**src/rtl/rx_credit_ctl_pkg.sv**
```systemverilog
// Shared definitions for the receive-side flow-control credit logic:
// FSM encoding, FCT credit quantum and counter width.
package rx_credit_ctl_pkg;

    // Width of the credit and free-slot counters (covers depths up to 56).
    localparam int unsigned CNT_W       = 6;

    // Characters granted to the link partner by one FCT.
    localparam int unsigned FCT_QUANTUM = 8;

    typedef enum logic [1:0] {
        ST_OFF  = 2'd0,
        ST_IDLE = 2'd1,
        ST_REQ  = 2'd2
    } fct_state_e;

endpackage

```
**src/rtl/sat_updown_ctr.sv**
```systemverilog
// Saturating up/down counter.
//   clk, reset   : clock, async active-low reset (loads RST_VAL)
//   i_up, i_dn   : increment / decrement requests; both together hold
//   o_cnt        : registered count, clamped to 0..MAX
//   o_ovf_c      : combinational, increment requested while at MAX
//   o_unf_c      : combinational, decrement requested while at 0
module sat_updown_ctr #(
    parameter int unsigned W       = 6,
    parameter int unsigned MAX     = 8,
    parameter int unsigned RST_VAL = MAX
) (
    input  logic         clk,
    input  logic         reset,
    input  logic         i_up,
    input  logic         i_dn,
    output logic [W-1:0] o_cnt,
    output logic         o_ovf_c,
    output logic         o_unf_c
);

    logic [W-1:0] r_cnt;
    logic         w_at_max;
    logic         w_at_zero;
    logic         w_inc;
    logic         w_dec;

    // Net direction after cancelling simultaneous up/down.
    always_comb begin
        w_at_max  = (r_cnt == W'(MAX));
        w_at_zero = (r_cnt == '0);
        w_inc     = i_up & ~i_dn;
        w_dec     = i_dn & ~i_up;
        o_ovf_c   = w_inc & w_at_max;
        o_unf_c   = w_dec & w_at_zero;
    end

    always_ff @(posedge clk or negedge reset) begin
        if (!reset) begin
            r_cnt <= W'(RST_VAL);
        end else if (w_inc && !w_at_max) begin
            r_cnt <= r_cnt + W'(1);
        end else if (w_dec && !w_at_zero) begin
            r_cnt <= r_cnt - W'(1);
        end
    end

    assign o_cnt = r_cnt;

endmodule

```
**src/rtl/rx_credit_ctl.sv**
```systemverilog
// Receive-side flow-control credit controller. Tracks free RX-queue slots
// and the credit extended to the link partner, and requests FCTs from the
// transmitter whenever at least one more quantum of credit can be granted.
//   clk, reset  : clock, async active-low reset
//   run_i       : link in Run; low parks the FSM in OFF and zeroes credit
//   nchar/lchar : data / link-control character strobes, char_i = code
//   pop_i       : one RX-queue slot consumed
//   fct_req_o   : registered FCT request; fct_ack_i = transmitter accepts
//   credit_o    : characters the partner may still send
//   free_o      : unoccupied RX-queue slots
//   err_o       : sticky credit/overrun error, cleared by err_clr_i
// DEPTH must be a multiple of 8 in the range 8..56.
module rx_credit_ctl
    import rx_credit_ctl_pkg::*;
#(
    parameter int unsigned DEPTH = 8
) (
    input  logic             clk,
    input  logic             reset,
    input  logic             run_i,
    input  logic             nchar,
    input  logic             lchar,
    input  logic [7:0]       char_i,
    input  logic             pop_i,
    output logic             fct_req_o,
    input  logic             fct_ack_i,
    output logic [CNT_W-1:0] credit_o,
    output logic [CNT_W-1:0] free_o,
    output logic             err_o,
    input  logic             err_clr_i
);

    fct_state_e       r_state;
    fct_state_e       w_state_nxt;
    logic [CNT_W-1:0] r_credit;
    logic [CNT_W-1:0] w_credit_nxt;
    logic             r_fct_req;
    logic             r_err;
    logic             w_err_nxt;
    logic             w_dc;
    logic             w_grant;
    logic             w_room;
    logic             w_credit_unf;
    logic [CNT_W-1:0] w_free;
    logic             w_free_unf;
    logic             w_unused_free_ovf;

    // Free-slot tracking; an extra pop at full simply saturates.
    sat_updown_ctr #(
        .W   (CNT_W),
        .MAX (DEPTH)
    ) u_free_ctr (
        .clk     (clk),
        .reset   (reset),
        .i_up    (pop_i),
        .i_dn    (w_dc),
        .o_cnt   (w_free),
        .o_ovf_c (w_unused_free_ovf),
        .o_unf_c (w_free_unf)
    );

    // Data characters plus EOP/EEP consume a queue slot; FCT/ESC do not.
    always_comb begin
        w_dc    = nchar | (lchar & ((char_i[1:0] == 2'b01) | (char_i[1:0] == 2'b10)));
        w_grant = (r_state == ST_REQ) & fct_ack_i;
        // Another quantum fits when free - credit >= quantum (widened, no wrap).
        w_room  = ({1'b0, w_free} >= ({1'b0, r_credit} + 7'(FCT_QUANTUM)));
    end

    // FSM state register.
    always_ff @(posedge clk or negedge reset) begin
        if (!reset) begin
            r_state <= ST_OFF;
        end else begin
            r_state <= w_state_nxt;
        end
    end

    // Next-state, credit and error update.
    always_comb begin
        w_state_nxt  = r_state;
        w_credit_nxt = r_credit;
        w_credit_unf = 1'b0;

        if (!run_i) begin
            w_state_nxt = ST_OFF;
        end else begin
            case (r_state)
                ST_OFF:  w_state_nxt = ST_IDLE;
                ST_IDLE: if (w_room) w_state_nxt = ST_REQ;
                ST_REQ:  if (fct_ack_i) w_state_nxt = ST_IDLE;
                default: w_state_nxt = ST_OFF;
            endcase
        end

        // Credit only lives while the link runs outside OFF.
        if (!run_i || (r_state == ST_OFF)) begin
            w_credit_nxt = '0;
        end else if (w_grant && w_dc) begin
            w_credit_nxt = r_credit + CNT_W'(FCT_QUANTUM - 1);
        end else if (w_grant) begin
            w_credit_nxt = r_credit + CNT_W'(FCT_QUANTUM);
        end else if (w_dc) begin
            if (r_credit == '0) begin
                w_credit_unf = 1'b1;
            end else begin
                w_credit_nxt = r_credit - CNT_W'(1);
            end
        end

        // A fresh error outranks a clear in the same cycle.
        if (w_credit_unf || w_free_unf) begin
            w_err_nxt = 1'b1;
        end else if (err_clr_i) begin
            w_err_nxt = 1'b0;
        end else begin
            w_err_nxt = r_err;
        end
    end

    // Output registers; the request flop follows the next state so it is
    // high exactly while the FSM sits in REQ.
    always_ff @(posedge clk or negedge reset) begin
        if (!reset) begin
            r_credit  <= '0;
            r_fct_req <= 1'b0;
            r_err     <= 1'b0;
        end else begin
            r_credit  <= w_credit_nxt;
            r_fct_req <= (w_state_nxt == ST_REQ);
            r_err     <= w_err_nxt;
        end
    end

    assign fct_req_o = r_fct_req;
    assign credit_o  = r_credit;
    assign free_o    = w_free;
    assign err_o     = r_err;

endmodule

```
**config.mk**
```make
export PLATFORM = sky130hd
export DESIGN_NAME = rx_credit_ctl
export DESIGN_NICKNAME = d
export VERILOG_FILES = /design/src/rtl/rx_credit_ctl_pkg.sv /design/src/rtl/sat_updown_ctr.sv /design/src/rtl/rx_credit_ctl.sv
export SDC_FILE = /design/constraint.sdc
export NUM_CORES = 1
export LEC_CHECK = 0
export CAP_MARGIN = 20
export CORE_ASPECT_RATIO = 1.2
export CORE_MARGIN = 2
export CORE_UTILIZATION = 38
export DETAILED_ROUTE_END_ITERATION = 12
export GPL_TIMING_DRIVEN = 0
export SLEW_MARGIN = 10
export SYNTH_ARGS = -nofsm -noshare
export SYNTH_HDL_FRONTEND = slang
export SYNTH_SLANG_ARGS = --single-unit
```
**constraint.sdc**
```tcl
create_clock -name clk -period 3.9 [get_ports clk]
set_clock_uncertainty 0.05 [all_clocks]
set_input_delay 0.585 -clock clk [delete_from_list [all_inputs] [get_ports clk]]
set_output_delay 0.585 -clock clk [all_outputs]
set_load 0.01 [all_outputs]
```
# Word-level counts from Yosys, hierarchy flattened
# Cells that the tools add are included.
# Widths: inputs -> output; s select.
[totals] ff_bits=16 in_bits=16 elab_cells=61 output_inout_bits=14
[op_classes] reduce_logical=15 n_mux=18 bitwise_logic=9 n_lt_le_gt_ge=1 eq_ne=7 addsub=6
[op_table] operator="$mux 6" n=7
[op_table] operator="$logic_not 6->1" n=2
[op_table] operator="$sub 6x1->6 const B" n=2
[op_table] operator="$add 6x4->7 const B" n=1
[op_table] operator="$ge 6x7->1" n=1
[op_table] operator="$mux 1" n=7
[op_table] operator="$add 6x1->6 const B" n=1
[op_table] operator="$add 6x3->6 const B" n=1
[op_table] operator="$add 6x4->6 const B" n=1
[op_table] operator="$eq 2x2->1 const B" n=3
[op_table] operator="$eq 6x4->1 const B" n=1
[op_table] operator="$mux 2" n=3
[op_table] operator="$pmux 2 s3" n=1
[op_table] operator="$and 1x1->1" n=5
[op_table] operator="$eq 2x1->1 const B" n=2
[op_table] operator="$ne 4x4->1 const B" n=1
[op_table] operator="$reduce_bool 2->1" n=2
[op_table] operator="$reduce_bool 4->1" n=1
[op_table] operator="$logic_and 1x1->1" n=3
[op_table] operator="$logic_not 1->1" n=3
[op_table] operator="$logic_not 2->1" n=1
[op_table] operator="$logic_or 1x1->1" n=2
[op_table] operator="$not 1->1" n=2
[op_table] operator="$or 1x1->1" n=2
[op_table] operator="$reduce_and 2->1" n=1

# Longest topological paths before layout
# Gate-level depths: netlist (run 1).
[logic_depth] word_depth=10 mapped_depth=9 depth_no_buf=9

# Modules after synthesis
# Synthesis (run 1) repeated with hierarchy kept, for this count alone.
[unflattened] hier_cells=146 hier_area_um2=1388.8
[modules_own_cells] mod="rx_credit_ctl" area_each_um2=869.6 cells_per_inst=98 seq_area_each_um2=250.2 n_inst=1
[modules_own_cells] mod="sat_updown_ctr" area_each_um2=519.2 cells_per_inst=48 seq_area_each_um2=151.4 n_inst=1

# Worst setup path before layout (run 1)
# OpenSTA, ideal clock, no wires.
[synth_path] path_type="input -> register" startpoint="input char_i[1]" endpoint="register u_free_ctr.r_cnt[5] (netlist: u_free_ctr.o_cnt[5])" t_required_ps=3771 t_arrival_ps=2363 setup_time_ps=79 setup_slack_ps=1408 path_stages=9 path_buffers=0 path_cell_list="xor2_2 > a21oi_2 > nand3_1 > ha_1 > a211oi_1 > o21bai_1 > a21oi_1 > mux2i_1 > xor2_1"
[synth_via] elab_chain_len=8 elab_cells_between_ends=12 classes_between="2 x eq/ne; 1 x mux; 6 x bitwise; 3 x reduce/logical"
[synth_lines] element="from (decl)" line_no="rx_credit_ctl.sv:23" text="input logic [7:0] char_i,"
[synth_lines] element="$eq 2x1->1 or $eq 2x2->1 (tied branches)" line_no="rx_credit_ctl.sv:64" text="w_dc = nchar | (lchar & ((char_i[1:0] == 2'b01) | (char_i[1:0] == 2'b10)));"
[synth_lines] element="$or 1x1->1 (*)" line_no="rx_credit_ctl.sv:64"
[synth_lines] element="$and 1x1->1 (*)" line_no="rx_credit_ctl.sv:64"
[synth_lines] element="$or 1x1->1 (*)" line_no="rx_credit_ctl.sv:64"
[synth_lines] element="$not 1->1" line_no="sat_updown_ctr.sv:31" text="w_inc = i_up & ~i_dn;"
[synth_lines] element="$and 1x1->1" line_no="sat_updown_ctr.sv:31"
[synth_lines] element="$logic_and 1x1->1" line_no="sat_updown_ctr.sv:40" text="end else if (w_inc && !w_at_max) begin"
[synth_lines] element="$mux 6 or $reduce_bool 2->1 (tied branches)"
[synth_lines] element="to (signal assigned)" line_no="sat_updown_ctr.sv:39" text="r_cnt <= W'(RST_VAL);"
[synth_lines] element="to (signal assigned)" line_no="sat_updown_ctr.sv:41" text="r_cnt <= r_cnt + W'(1);"
[synth_lines] element="to (signal assigned)" line_no="sat_updown_ctr.sv:43" text="r_cnt <= r_cnt - W'(1);"
[synth_lines] element="to (decl)" line_no="sat_updown_ctr.sv:21" text="logic [W-1:0] r_cnt;"
# Every way passes the cells marked *; elsewhere a longest branch is shown, timed or not.
# A chain may end at the register's enable or synchronous reset.

# Worst setup path after layout (run 1)
# Ends and elaborated chain as after synthesis.

==> impl_metrics.csv, run 1 <==
group,metric,value,unit
outcome,outcome,"finished, final reports clean",
floorplanning,start_util,39.4,%
clocking,postCtsSetupBuffers,0,
detailed_routing,drt-initial-drc-count,20,
layout,fin_nets,195,
floorplanning,fp.dieH,68.4,µm
clocking,ctsRootBufferMaster,"clkbuf_8",
clocking,htree_levels,1,
grt,grt_max_degree,17,
timing,fin_crit_sh,78.5,%
detailed_routing,via_per_inst,5.74,
layout,fin_util,49.3,%
synth,netlist_area,0.00131,mm²
worst_setup_path,worst_setup_path_end_kind,"flop",
worst_hold_path,min_from,"err_o",
timing,timing.fmax,327,MHz
synth,yosysSeqAreaShare,30.6,%
worst_setup_path,r2r-end,"u_free_ctr.o_cnt[5]",
worst_hold_path,hold_depth,2,
clocking,cts.repair.resized,0,
worst_setup_path,cp_max_fo,8,
floorplanning,die_w,57.7,µm
clocking,tritoncts,"done",
placement,gp_congestion,0.770,
clocking,cts_num_sinks,16,
floorplanning,die_area,0.00395,mm²
clocking,cts_buffers,3,
flow_run,cap_violations,0,
timing,finalHoldViolCount,0,
power,p_leak,0.713,nW
floorplanning,io_pins,30,
synth,syn_area_per_cell,9.66,µm²
layout,regArea,402,µm²
synth,ys_types,46,
worst_setup_path,startpoint_type,"input port",
detailed_routing,ant_nets,0,
layout,layout-drive-gt1-share,9.82,%
synth,ys.flop_type,"dfrtp_1",
timing,period_needed,3.06,ns
worst_setup_path,rr_worst_depth,9,
detailed_routing,finalWirelength,2.92,mm
detailed_routing,drc,0,
power,ir_drop,0.000449,V
placement,dp_hpwl,2.29,mm
worst_setup_path,required,4.03,ns
timing,tns,0,ns
floorplanning,fp-row-count,23,
worst_setup_path,r2r_slack,1.38,ns
synth,syn_inst,136,
grt,grt_first_pass_wirelength,4.91,mm
grt,grt_util_all_layers,16.2,%
layout,areaGrowthSynthToFinish,25.2,%
layout,final_common_cell,"clkdlybuf4s50_1",
worst_setup_path,timing.rr.start,"u_free_ctr.o_cnt[0]",
detailed_routing,firstDrtPassIters,4,
worst_setup_path,critPathKind,"in -> reg",
synth,synth_nets,167,
clocking,clkTransAtPathRegs,0.07,ns
detailed_routing,num_vias,1147,
worst_setup_path,worstPathArrival,3.19,ns
grt,grt_pass1_vias,1137,
grt,grt.overflow.total,0,
timing,rsz0062_at_grt,"false",
synth,synthArstFlopShare,100,%
timing,worst_slew_pin_slew,0.787,ns
grt,antenna_found_initial,0,
clocking,postCtsHoldBufs,0,
layout,multi_input_comb_area,845,µm²
synth,synth_seq_cells,16,
layout,fillCellCount,315,
timing,final-max-slew-violation-count,0,
placement,numPortBuffers,23,
synth,ys.warnings.count,0,
power,p_per_area,815,mW/mm²
layout,diodes,0,
clocking,clock_path_buffers,2,
floorplanning,coreArea,0.00334,mm²
detailed_routing,wl_per_cell,14.6,µm
worst_hold_path,min_to,"err_o",
layout,mostFrequentLayoutCells,"clkdlybuf4s50_1 (23), dfrtp_1 (15), ha_1 (14), inv_1 (13), a21oi_1 (10)",
clocking,clkLatencyLatePin,0.25,ns
timing,slew_headroom,47.4,%
synth,synth-edff-count,0,
worst_hold_path,hold_path.class,"reg -> reg",
timing,setup_viol,0,
[cell usage after synthesis, types with 4 or more instances]
library cell / instances / area [µm²]
nand3_1: 6 / 30.0
nand2_1: 5 / 18.8
o21ai_0: 8 / 40.0
xnor2_1: 6 / 52.6
ha_1: 14 / 175
a21oi_1: 10 / 50.1
a21o_1: 4 / 30.0
inv_1: 13 / 48.8
mux2i_1: 4 / 40.0
dfrtp_1: 15 / 375
[flip-flops by register name, indices dropped and copies added, names as in the netlist]
name,count
credit_o,6
u_free_ctr.o_cnt,6
r_state,2
err_o,1
fct_req_o,1
[area by class of cell]
class	instances	area share [%]
multi-input combinational	104	51.3
sequential	16	24.4
tap	37	2.81
clock buffer	4	3.35
timing repair buffer	23	14.0
inverter	13	2.97
buffer	3	1.14
[worst max-delay path by stage]
stage | startpoint | end | slack [ns]
finish | char_i[1] | u_free_ctr.o_cnt[5] | 0.84
global route | char_i[1] | u_free_ctr.o_cnt[5] | 0.66
CTS | char_i[1] | u_free_ctr.o_cnt[5] | 0.82
detailed placement | char_i[1] | u_free_ctr.o_cnt[5] | 0.58
global placement | char_i[1] | u_free_ctr.o_cnt[5] | 0.64
floorplan | char_i[1] | u_free_ctr.o_cnt[5] | 1.41
[cells by family (layout without fill, tap and decap cells)]
logic type | after synthesis | after routing | synth area share (%)
AO/OA/AOI/OAI | 45 | 45 | 23.6
XOR/XNOR | 8 | 8 | 5.91
adder cells (fa/ha/maj) | 15 | 15 | 14.9
buffers and inverters | 16 | 43 | 5.14
flip-flops | 16 | 16 | 30.6
multiplexers | 7 | 7 | 6.48
AND/OR/NAND/NOR | 29 | 29 | 13.4
[report_power, final]
part | switching, W | internal (W) | total, W | leakage [nW]
clock network | 0.0000602 | 0.0000896 | 0.000150 | 0.0288
registers | 0.000108 | 0.000247 | 0.000356 | 0.203
logic | 0.000389 | 0.000447 | 0.000836 | 0.481
[worst max-delay path, cell delays in order]
cell and delay, ns:
clkdlybuf4s50_1 0.45, xor2_2 0.21, a21oi_2 0.27, nand3_1 0.33, ha_1 0.40, a211oi_1 0.24, o21bai_1 0.12, a21oi_1 0.20
mux2i_1 0.23, xor2_1 0.15
[per-layer routing]
metal | part of all wire, % | global-route usage (%) | wire length, µm | vias up
li1 | - | - | - | 560
met1 | 43 | 18.6 | 1240 | 549
met2 | 50 | 27.7 | 1470 | 30
met3 | 4.1 | 2.27 | 119 | 8
met4 | 3.1 | 11.0 | 90 | 0
met5 | 0 | 0 | 0 | -
[stage by stage]
| step | setup WS (ns) | hold slack [ns] | instance area (µm²) | cells | total power (W) |
|---|---|---|---|---|---|
| 3_5_place_dp | 0.576 | 0.487 | 1590 | 196 | 0.00120 |
| 4_1_cts | 0.821 | 0.497 | 1650 | 200 | 0.00136 |
| 6_report | 0.838 | 0.491 | 1650 | 200 | 0.00134 |
| 5_1_grt | 0.656 | 0.516 | 1650 | 200 | 0.00147 |
| 2_1_floorplan | 1.41 | 0.239 | 1310 | 136 | 0.000920 |
| 3_3_place_gp | 0.638 | 0.472 | 1590 | 196 | 0.00118 |
(Power assumes the default switching activity.)
==> run 2, diff against run 1 <==
--- a/config.mk
+++ b/config.mk
@@ -11,6 +11,7 @@
 export CORE_UTILIZATION = 38
 export DETAILED_ROUTE_END_ITERATION = 12
 export GPL_TIMING_DRIVEN = 0
+export PLACE_DENSITY = 0.66
 export SLEW_MARGIN = 10
 export SYNTH_ARGS = -nofsm -noshare
 export SYNTH_HDL_FRONTEND = slang
==> constraint.sdc (replaced) <==
create_clock -name clk -period 2.5 [get_ports clk]
set_clock_uncertainty 0.05 [all_clocks]
set_input_delay 0.375 -clock clk [delete_from_list [all_inputs] [get_ports clk]]
set_output_delay 0.375 -clock clk [all_outputs]
set_load 0.01 [all_outputs]
==> run 2 against run 1 <==
  * Global-route usage grew 1.0 points
  * Sequential power grew 60%
  * Largest cell class unchanged
  * Highest routed layer unchanged
  * Critical path type unchanged
  * Flip-flop and latch count is the same
  * Worst setup slack lost 0.78 ns
==> impl_metrics.csv, run 2 (synthesis gave the netlist of run 1 again) <==
group,metric,value,unit
outcome,outcome,"finished, final reports clean",
timing,setup_viol,0,
grt,grt_first_pass_wirelength,5.31,mm
timing,slew_headroom,46.0,%
layout,fillCellCount,320,
clocking,clkLatencyLatePin,0.25,ns
worst_setup_path,cp_max_fo,6,
timing,worst_slew_pin_slew,0.808,ns
worst_hold_path,hold_depth,2,
layout,layout-drive-gt1-share,16.2,%
worst_setup_path,worst_setup_path_end_kind,"flop",
worst_setup_path,timing.rr.start,"u_free_ctr.o_cnt[1]",
detailed_routing,ant_nets,0,
detailed_routing,via_per_inst,6.01,
detailed_routing,drc,0,
worst_setup_path,rr_worst_depth,9,
floorplanning,fp.dieH,68.4,µm
layout,fin_nets,199,
worst_hold_path,min_from,"err_o",
timing,hold_slack,0.484,ns
detailed_routing,drt-initial-drc-count,33,
worst_hold_path,min_to,"err_o",
placement,preCtsSetupSlack,-0.541,ns
timing,final-max-slew-violation-count,0,
layout,areaGrowthSynthToFinish,31.6,%
placement,numPortBuffers,23,
timing,finalHoldViolCount,0,
clocking,clock_path_buffers,2,
layout,mostFrequentLayoutCells,"clkdlybuf4s50_1 (23), dfrtp_1 (15), inv_1 (13), ha_1 (12)",
placement,placed_area,0.00159,mm²
worst_setup_path,required,2.62,ns
floorplanning,die_area,0.00395,mm²
layout,fin_cells,204,
detailed_routing,wl_per_cell,15.7,µm
grt,grt_max_degree,17,
layout,design_area,0.00173,mm²
power,p_per_area,1260,mW/mm²
timing,period_needed,2.44,ns
clocking,htree_levels,1,
worst_setup_path,worstPathArrival,2.56,ns
floorplanning,coreArea,0.00334,mm²
layout,fin_util,51.8,%
worst_setup_path,r2r-end,"u_free_ctr.o_cnt[5]",
clocking,cts_buffers,3,
timing,timing.fmax,410,MHz
clocking,ctsRootBufferMaster,"clkbuf_8",
detailed_routing,num_vias,1226,
floorplanning,io_pins,30,
timing,rsz0062_at_grt,"true",
floorplanning,fp-row-count,23,
power,ir_drop,0.000674,V
grt,grt.overflow.total,0,
detailed_routing,firstDrtPassIters,4,
worst_setup_path,startpoint_type,"input port",
worst_setup_path,r2r_slack,0.20,ns
clocking,tritoncts,"done",
detailed_routing,finalWirelength,3.21,mm
timing,fin_crit_sh,97.5,%
layout,final_common_cell,"clkdlybuf4s50_1",
clocking,clkTransAtPathRegs,0.06,ns
clocking,cts_num_sinks,16,
flow_run,cap_violations,0,
worst_setup_path,critPathKind,"in -> reg",
floorplanning,start_util,39.4,%
placement,dp_hpwl,2.35,mm
placement,gp_congestion,0.761,
grt,grt_pass1_vias,1230,
power,p_leak,0.731,nW
worst_hold_path,hold_path.class,"reg -> reg",
floorplanning,die_w,57.7,µm
timing,fin_ws,0.0622,ns
placement,dp.cells,196,
grt,antenna_found_initial,0,
layout,diodes,0,
grt,grt_util_all_layers,17.2,%
run 2: changes by cell type in the layout (fill, tap and decap cells not counted), moves of 2 or more:
cell     delta
ha_1        -2
buf_4       +4
a21oi_2     +2
a21oi_1     -3
ha_4        +2
run 2: critical path, stage by stage:
cell and delay, ns:
clkdlybuf4s50_1 0.45, xor2_2 0.22, a21oi_4 0.21, nand3_4 0.16
buf_4 0.19, buf_4 0.12, ha_1 0.30, a21oi_2 0.15
mux2i_1 0.21, xor2_1 0.16
run 2: per-stage QoR:
step	power [W]	TNS [ns]
floorplan	0.00144	0
global placement	0.00182	-1.27
detailed placement	0.00189	-1.37
CTS	0.00212	0
global route	0.00239	-0.0647
finish	0.00219	0
run 2: cell type report:
class	instances	area, µm²	area share (%)
buffer	3	18.8	1.09
multi-input combinational	104	908	52.5
inverter	13	48.8	2.82
sequential	16	402	23.2
timing repair buffer	27	260	15.1
tap	37	46.3	2.68
clock buffer	4	45.0	2.60
run 2: how the worst max path moves through the flow:
stage	startpoint	to	slack, ns	cells past startpoint
6_report	char_i[1]	u_free_ctr.o_cnt[5]	0.06	10
5_1_grt	char_i[1]	u_free_ctr.o_cnt[5]	-0.06	10
4_1_cts	char_i[1]	u_free_ctr.o_cnt[5]	0.02	10
3_5_place_dp	char_i[1]	u_free_ctr.o_cnt[5]	-0.54	10
3_3_place_gp	char_i[1]	u_free_ctr.o_cnt[5]	-0.52	10
2_1_floorplan	char_i[1]	u_free_ctr.o_cnt[5]	0.22	9
run 2: power by group:
| group | leakage (nW) | total, W | switching (W) | internal [W] |
|---|---|---|---|---|
| registers | 0.203 | 0.000570 | 0.000184 | 0.000386 |
| clock network | 0.0228 | 0.000203 | 0.0000902 | 0.000113 |
| logic | 0.505 | 0.00141 | 0.000656 | 0.000758 |
run 2: what timing repair did:
| item | 4_1_cts | 5_1_grt |
|---|---|---|
| hold buffers | 0 | 0 |
| buffers inserted | 1 | 3 |
| resized for setup | 4 | 7 |
| setup endpoints to repair | 3 | 3 |
| pin swaps | 2 | 2 |
run 2: per-layer routing:
layer	share of wire, %	vias up	global-route usage [%]
li1	-	575	-
met5	0	-	0
met1	39	599	19.1
met2	53	43	32.8
met3	5.8	9	2.08
met4	1.6	0	7.27
